### src/rtl/simon_core_param.sv
// Parametrised Simon game engine: fills a sequence RAM, replays a growing prefix
// on the LEDs, then checks the player's presses one at a time.
module simon_core_param #(
    parameter int          NUM_BTN       = 4,
    parameter int          MAX_ROUNDS    = 16,
    parameter int          RAND_SEQ      = 0,
    parameter logic [15:0] SEED          = 16'hACE1,
    parameter int          SHOW_TICKS    = 2,
    parameter int          TIMEOUT_TICKS = 0,
    localparam int         BW            = $clog2(NUM_BTN),
    localparam int         RW            = $clog2(MAX_ROUNDS + 1)
) (
    input  logic               clk,
    input  logic               reset,
    input  logic               tick,
    input  logic [NUM_BTN-1:0] btn_pulse,
    output logic [NUM_BTN-1:0] led,
    output logic               error_led,
    output logic               win_led,
    output logic [2:0]         fsm_state,
    output logic [RW-1:0]      round_cnt,
    output logic [RW-1:0]      input_idx
);

    localparam int AW = (MAX_ROUNDS > 1) ? $clog2(MAX_ROUNDS) : 1;
    localparam int SW = (SHOW_TICKS > 1) ? $clog2(SHOW_TICKS) : 1;
    localparam int TW = (TIMEOUT_TICKS > 0) ? $clog2(TIMEOUT_TICKS + 1) : 1;

    localparam logic [AW-1:0] LAST_FILL = AW'(MAX_ROUNDS - 1);
    localparam logic [SW-1:0] LAST_SHOW = SW'(SHOW_TICKS - 1);
    localparam logic [TW-1:0] LAST_WAIT = TW'((TIMEOUT_TICKS > 0) ? TIMEOUT_TICKS - 1 : 0);
    localparam logic [RW-1:0] ROUND_MAX = RW'(MAX_ROUNDS);
    localparam logic [RW-1:0] ONE       = RW'(1);

    typedef enum logic [2:0] {
        ST_INIT  = 3'd0,
        ST_PLAY  = 3'd1,
        ST_WAIT  = 3'd2,
        ST_CHECK = 3'd3,
        ST_ERROR = 3'd4,
        ST_WIN   = 3'd5
    } state_t;

    state_t             state, state_n;
    logic [RW-1:0]      round_n, idx_n;
    logic [NUM_BTN-1:0] led_n;
    logic               error_n, win_n;
    logic [AW-1:0]      fill_ptr, fill_n;
    logic [AW-1:0]      play_idx, play_n;
    logic [SW-1:0]      show_cnt, show_n;
    logic               gap, gap_n;
    logic [TW-1:0]      wait_cnt, wait_n;
    logic [NUM_BTN-1:0] press, press_n;
    logic [15:0]        lfsr, lfsr_n;
    logic [BW-1:0]      fill_val;

    logic [BW-1:0] seq_mem [MAX_ROUNDS];

    function automatic logic [NUM_BTN-1:0] onehot(input logic [BW-1:0] v);
        return NUM_BTN'(1) << v;
    endfunction

    assign fsm_state = state;

    // Galois form of x^16+x^14+x^13+x^11+1; free-running so each new game differs.
    assign lfsr_n = {1'b0, lfsr[15:1]} ^ (lfsr[0] ? 16'hB400 : 16'h0000);

    if (AW >= BW) begin : g_fill_trunc
        assign fill_val = fill_ptr[BW-1:0];
    end else begin : g_fill_ext
        assign fill_val = BW'(fill_ptr);
    end

    always_ff @(posedge clk) begin
        if (state == ST_INIT) begin
            seq_mem[fill_ptr] <= (RAND_SEQ != 0) ? lfsr[BW-1:0] : fill_val;
        end
    end

    always_ff @(posedge clk or negedge reset) begin
        if (!reset) begin
            state     <= ST_INIT;
            round_cnt <= '0;
            input_idx <= '0;
            led       <= '0;
            error_led <= 1'b0;
            win_led   <= 1'b0;
            fill_ptr  <= '0;
            play_idx  <= '0;
            show_cnt  <= '0;
            gap       <= 1'b0;
            wait_cnt  <= '0;
            press     <= '0;
            lfsr      <= SEED;
        end else begin
            state     <= state_n;
            round_cnt <= round_n;
            input_idx <= idx_n;
            led       <= led_n;
            error_led <= error_n;
            win_led   <= win_n;
            fill_ptr  <= fill_n;
            play_idx  <= play_n;
            show_cnt  <= show_n;
            gap       <= gap_n;
            wait_cnt  <= wait_n;
            press     <= press_n;
            lfsr      <= lfsr_n;
        end
    end

    always_comb begin
        state_n = state;
        round_n = round_cnt;
        idx_n   = input_idx;
        fill_n  = fill_ptr;
        play_n  = play_idx;
        show_n  = show_cnt;
        gap_n   = gap;
        wait_n  = wait_cnt;
        press_n = press;

        case (state)
            ST_INIT: begin
                fill_n = fill_ptr + 1'b1;
                if (fill_ptr == LAST_FILL) begin
                    fill_n  = '0;
                    round_n = ONE;
                    idx_n   = '0;
                    play_n  = '0;
                    show_n  = '0;
                    gap_n   = 1'b0;
                    state_n = ST_PLAY;
                end
            end
            ST_PLAY: begin
                if (tick) begin
                    if (!gap) begin
                        if (show_cnt == LAST_SHOW) begin
                            gap_n  = 1'b1;
                            show_n = '0;
                        end else begin
                            show_n = show_cnt + 1'b1;
                        end
                    end else begin
                        gap_n = 1'b0;
                        if (RW'(play_idx) == round_cnt - ONE) begin
                            idx_n   = '0;
                            wait_n  = '0;
                            state_n = ST_WAIT;
                        end else begin
                            play_n = play_idx + 1'b1;
                        end
                    end
                end
            end
            ST_WAIT: begin
                // A press beats a timeout landing on the same clock.
                if (|btn_pulse) begin
                    press_n = btn_pulse;
                    state_n = ST_CHECK;
                end else if (TIMEOUT_TICKS > 0 && tick) begin
                    wait_n = wait_cnt + 1'b1;
                    if (wait_cnt == LAST_WAIT) begin
                        state_n = ST_ERROR;
                    end
                end
            end
            ST_CHECK: begin
                if (press != onehot(seq_mem[input_idx[AW-1:0]])) begin
                    state_n = ST_ERROR;
                end else if (input_idx != round_cnt - ONE) begin
                    idx_n   = input_idx + 1'b1;
                    wait_n  = '0;
                    state_n = ST_WAIT;
                end else if (round_cnt != ROUND_MAX) begin
                    round_n = round_cnt + 1'b1;
                    play_n  = '0;
                    show_n  = '0;
                    gap_n   = 1'b0;
                    state_n = ST_PLAY;
                end else begin
                    state_n = ST_WIN;
                end
            end
            ST_ERROR, ST_WIN: begin
                if (|btn_pulse) begin
                    round_n = '0;
                    fill_n  = '0;
                    state_n = ST_INIT;
                end
            end
            default: begin
                round_n = '0;
                fill_n  = '0;
                state_n = ST_INIT;
            end
        endcase
    end

    // Outputs are decoded from the next state so the registered LEDs line up with it.
    always_comb begin
        led_n   = '0;
        error_n = (state_n == ST_ERROR);
        win_n   = (state_n == ST_WIN);
        case (state_n)
            ST_PLAY:  led_n = gap_n ? '0 : onehot(seq_mem[play_n]);
            ST_CHECK: led_n = press_n;
            ST_WIN:   led_n = '1;
            default:  led_n = '0;
        endcase
    end

endmodule
### config.mk
export PLATFORM = sky130hd
export DESIGN_NAME = simon_core_param
export DESIGN_NICKNAME = d
export VERILOG_FILES = /design/src/rtl/simon_core_param.sv
export SDC_FILE = /design/constraint.sdc
export NUM_CORES = 1
export LEC_CHECK = 0
export CAP_MARGIN = 5
export CORE_MARGIN = 2
export CORE_UTILIZATION = 45
export CTS_CLUSTER_SIZE = 16
export DETAILED_ROUTE_END_ITERATION = 10
export DONT_BUFFER_PORTS = 1
export PLACE_DENSITY_LB_ADDON = 0.15
export REMOVE_ABC_BUFFERS = 1
export SLEW_MARGIN = 0
export SYNTH_ARGS = -nofsm -noshare
export SYNTH_HDL_FRONTEND = slang
export SYNTH_SLANG_ARGS = --single-unit
### constraint.sdc
create_clock -name clk -period 5.7 [get_ports clk]
set_input_delay 1.14 -clock clk [delete_from_list [all_inputs] [get_ports clk]]
set_output_delay 1.14 -clock clk [all_outputs]
set_load 0.02 [all_outputs]
After elaboration in Yosys (flattened, before gate mapping)
Memories as Yosys holds them, arrays and structs flattened.
Cells that the tools add are included.
{"block": "totals", "reg_bits": 33, "ramBits": 32, "in_bits": 7, "output_inout_bits": 19, "memories": 1}
{"block": "op_classes", "addsub": 6, "n_eq_ne": 24, "shifts": 2, "muxes": 56, "bitwise_logic": 2, "reduce_logical": 10}
{"name": "seq_mem", "depth": 16, "word_bits": 2, "read_ports": 2, "rd_clocked_by_memory_dff": 0, "write_ports": 1, "line_no": "57", "text": "logic [BW-1:0] seq_mem [MAX_ROUNDS];"}
{"cell": "$mux 5", "n": 11}
{"cell": "$mux 4", "n": 12}
{"cell": "$pmux 4 s3", "n": 3}
{"cell": "$mux 3", "n": 9}
{"cell": "$pmux 5 s4", "n": 1}
{"cell": "$ne 2x2->1 const B", "n": 9}
{"cell": "$mux 1", "n": 16}
{"cell": "$pmux 3 s5", "n": 1}
{"cell": "$pmux 5 s3", "n": 1}
{"cell": "$reduce_and 7->1", "n": 2}
{"cell": "$eq 3x3->1 const B", "n": 4}
{"cell": "$add 5x1->5 const B", "n": 2}
{"cell": "$eq 3x2->1 const B", "n": 3}
{"cell": "$add 4x1->4 const B", "n": 2}
{"cell": "$shl 1x2->4 const A", "n": 2}
{"cell": "$eq 3x1->1 const B", "n": 2}
{"cell": "$pmux 1 s3", "n": 2}
{"cell": "$reduce_and 6->1", "n": 1}
{"cell": "$eq 4x5->1", "n": 1}
{"cell": "$ne 5x5->1", "n": 1}
{"cell": "$ne 5x5->1 const B", "n": 1}
{"cell": "$sub 5x1->5 const B", "n": 1}
{"cell": "$eq 4x4->1 const B", "n": 1}
{"cell": "$ne 4x4->1", "n": 1}
{"cell": "9 further kinds", "n": 11}

Logic depth before layout (Yosys ltp)
An unclocked memory read counts as a cell.
{"block": "depth", "word_depth": 10, "ltp_mapped": 16}

Least setup slack after synthesis
Ideal clock, no wire load.
{"block": "synth_timing", "kind": "register to register", "startpoint": "register round_cnt[0]", "endpoint": "register led[0]", "t_arrival_ns": 3.482, "required_ns": 5.605, "setup_slack_ns": 2.123, "path_stages_with_launch": 16, "n_path_buf": 2, "period_less_slack_ns": 3.577, "path_cell_list": "dfrtp_1 inv_1 ha_1 buf_2 o21ba_1 a221o_1 a211oi_4 nand2b_1 nor3_1 o22a_2 nand2_2 buf_6 mux2_1 o211ai_1 nand4_1 o31ai_1"}
{"block": "synth_between", "elab_chain_len": 10, "word_cells_on_any_way": 29, "cone_classes": "add/sub (1); eq/ne (6); shift (1); mux (20); memory (1)"}
{"element": "start: declaration", "line_no": "21", "text": "output logic [RW-1:0] round_cnt,"}
{"element": "start signal: assignment", "line_no": "97", "text": "round_cnt <= round_n;"}
{"element": "$sub 5x1->5", "line_no": "147, 172"}
{"element": "$eq 4x5->1", "line_no": "147", "text": "if (RW'(play_idx) == round_cnt - ONE) begin"}
{"element": "$mux 4", "line_no": "147"}
{"element": "$mux 4", "line_no": "138", "text": "if (!gap) begin"}
{"element": "$mux 4", "line_no": "137", "text": "if (tick) begin"}
{"element": "$pmux 4 s3", "line_no": "123", "text": "case (state)"}
{"element": "$mem_v2 16x2"}
{"element": "$shl 1x2->4", "line_no": "60", "text": "return NUM_BTN'(1) << v;"}
{"element": "$mux 4", "line_no": "207", "text": "ST_PLAY: led_n = gap_n ? '0 : onehot(seq_mem[play_n]);"}
{"element": "$pmux 4 s3 (*)", "line_no": "206", "text": "case (state_n)"}
{"element": "via led_n[0]", "line_no": "46", "text": "logic [NUM_BTN-1:0] led_n;"}
{"element": "end signal: assignment", "line_no": "99", "text": "led <= led_n;"}
{"element": "end: declaration", "line_no": "17", "text": "output logic [NUM_BTN-1:0] led,"}
The timed path passes the listed nets; every way through them passes the cells marked *.
A chain may end at the register's enable or synchronous reset.

Worst setup path in the final report
{"block": "layout_timing", "startpoint": "register round_cnt[0]", "endpoint": "register led[1]"}
The elaborated chain is that of the path after synthesis.

==> reports/metrics.yaml <==
setup_path:
  cp_num_cells: 13
  cp_slowest_cell: "dfrtp_1"
  r2r_cells: 13
  critPathTopFamily: "compound AO/OA/AOI/OAI gates"
  critical_path_arrival_ps: 4300
  path_cells: "inv_1 -> ha_1 -> o21ba_1 -> a221o_1 -> a211oi_4 -> nand2b_1 -> nor3_1 -> o22a_2 -> nand2_2 -> mux2_1 -> o211ai_1 -> nand4_1 -> o31ai_1"
  crit_fanout: 11
  setup.worst_path.start_class: "register"
  required_ps: 5950
  worstSetupEndpointType: "register"
  r2r-end: "led[1]$_DFF_PN0_"
  r2r_start: "round_cnt[0]$_DFFE_PN0P_"
  cpPeakStageDelay_ps: 610
  reg2reg_slack_ps: 1650
  path_class: "register to register"
  cp.buffers_inverters: 1
cts:
  cts.sinks: 65
  clk_latency_ps: 350
  cts_resized: 0
  clk_pin_slew_ps: 80
  cts_setup_buffers: 0
  hold_buffers: 0
  htree_levels: 3
  clock_path_buffers: 2
  numCtsBuffers: 9
  cts_tree: "built"
  clock_tree.root_cell: "clkbuf_8"
yosys:
  syn_area_per_cell_um2: 10.17
  async_flop_share_pct: 50.77
  ys_ff_latch: 65
  synth-seq-area-share_pct: 42.45
  synthXorXnorAreaFrac_pct: 3.270
  yosysTopAreaCell: "edfxtp_1"
  synth-simple-area-share_pct: 21.58
  synth_compound_area_share_pct: 19.23
  yosysUniqueCellTypes: 74
  synth_warnings: 0
  synth.mux.area_fraction_pct: 6.718
  netlist_area_um2: 4209
  synth.area.top_cells: "edfxtp_1 (23%), dfrtp_1 (20%), mux2i_1 (4.0%), and2_1 (3.6%), nand3_1 (2.7%)"
  synth_top_family_by_area: "simple AND/OR/NAND/NOR gates"
  syn_inst: 414
  synthAdderAreaFrac_pct: 2.378
  yosys.area.top_type_share_pct: 22.83
  synth_enable_flop_cells: 32
  synthFlopType: "dfrtp_1"
placement:
  numPortBuffers: 0
  dp_hpwl_um: 7597
  dp_cells: 509
  finalWeightedCongestion: 1.045
finish:
  drive_above_1_share_pct: 11.59
  final_common_cell: "dfrtp_1"
  syn2layout_area_growth_pct: 6.361
  final_cell_mix: "dfrtp_1 (33), edfxtp_1 (32), nor2_1 (27)"
  nets: 424
  antenna_cells: 0
  stdcell_count: 525
grt:
  antenna_found_initial: 0
  grt_max_degree: 34
  grt_pass1_vias: 3115
  grt.total_usage_pct: 21.42
  grt_pass1_wl_um: 16550
  grt-ovfl-total: 0
job:
  max-cap-violations: 0
power_and_ir_drop:
  finalPower_mw: 2.026
  leakagePower_nw: 1.718
  vdd_drop_max_mv: 0.3423
  powerDensity_nw_per_um2: 452.6
drt:
  routed_wl_um: 10210
  vias: 3163
  ant_nets: 0
  drt-initial-drc-count: 254
  wl_per_cell_um: 19.45
  dr.pass1.iters: 4
  viasPerCell: 6.025
  drc: 0
floorplanning:
  die-area_um2: 10140
  rows: 35
  core_area_um2: 9153
  boundaryPins: 26
  start_util_pct: 45.99
  die_w_um: 100.7
  dieHeight_um: 100.7
timing:
  hold_viol: 0
  finalCriticalPeriod_ps: 4049
  finalSetupViolCount: 0
  fmax_ghz: 0.2470
  slew_violations: 0
  rsz0062_at_grt: "no"
  skew_ps: 6.543
  worstMarginPinSlew_ps: 986.6
  post-route-period-util_pct: 71.04
  max_slew_margin_pct: 34.09
  tns_ps: 0
status:
  status: "finished clean"
hold_path:
  hp-class: "input pin to asynchronous set/reset pin"
per-layer routing:
| metal | wire length (um) | GRT usage, % | vias up | part of all wire, % |
|---|---|---|---|---|
| li1 | - | - | 1537 | - |
| met1 | 4654 | 28.72 | 1508 | 46 |
| met2 | 4706 | 33.13 | 90 | 46 |
| met3 | 545 | 4.716 | 28 | 5.3 |
| met4 | 307 | 9.694 | 0 | 3.0 |
| met5 | 0 | 0 | - | 0 |
layout make-up:
cell class / instances / area (um^2)
tap: 111 / 138.9
sequential: 65 / 1787
inverter: 15 / 56.30
fill: 848 / 4676
multi-input combinational: 314 / 2238
clock buffer: 9 / 123.9
timing repair buffer: 4 / 30.03
clock inverter: 7 / 102.6
cells by family (layout without fill, tap and decap cells):
logic type      after synthesis  after routing
compound gates              105            105
flops                        65             65
xor+xnor                     14             14
simple gates                160            160
fa+ha+maj                     8              8
buf+inv                      35             35
mux                          27             27
sequential cells by signal, indices dropped and copies added, names as in the netlist:
name,cells
fsm_state,3
show_cnt,1
led,4
fill_ptr,4
gap,1
press,4
input_idx,5
play_idx,4
error_led,1
round_cnt,5
seq_mem,32
win_led,1
per-stage QoR:
stage	util, %	cell area, um^2	setup slack, ps	hold WS (ps)
after floorplan	-	4081	2112	457.3
after global placement	46.44	4250	1877	479.6
after detailed placement	46.44	4250	1675	495.4
after CTS	48.91	4477	1660	465.8
after global routing	48.91	4477	1336	455.9
final	48.91	4477	1651	480.4
worst max path at each step:
stage,startpoint,endpoint,slack [ps]
global placement,round_cnt[0]$_DFFE_PN0P_,led[2]$_DFF_PN0_,1880
global route,round_cnt[0]$_DFFE_PN0P_,led[1]$_DFF_PN0_,1340
floorplan,round_cnt[0]$_DFFE_PN0P_,led[0]$_DFF_PN0_,2110
detailed placement,round_cnt[0]$_DFFE_PN0P_,led[1]$_DFF_PN0_,1670
CTS,round_cnt[0]$_DFFE_PN0P_,led[1]$_DFF_PN0_,1660
finish,round_cnt[0]$_DFFE_PN0P_,led[1]$_DFF_PN0_,1650
where the power goes:
group / switching [mW] / internal, mW / leakage [nW] / total, mW
Combinational: 0.465 / 0.321 / 0.871 / 0.787
Sequential: 0.168 / 0.622 / 0.732 / 0.790
Clock: 0.198 / 0.251 / 0.116 / 0.449
Total: 0.831 / 1.19 / 1.72 / 2.03
cells in the mapped netlist, drive strengths merged, types with 5 or more instances:
cell	count
a21oi	13
a22o	11
and2	25
buf	7
clkbuf	13
dfrtp	33
edfxtp	32
ha	8
inv	15
mux2	10
mux2i	17
nand2	27
nand3	24
nand4	7
nor2	27
nor3	11
nor3b	8
o211ai	7
o21ai	25
o31ai	9
or2	6
or3	5
xnor2	6
xor2	7
Power figures use the tool's default switching activity.
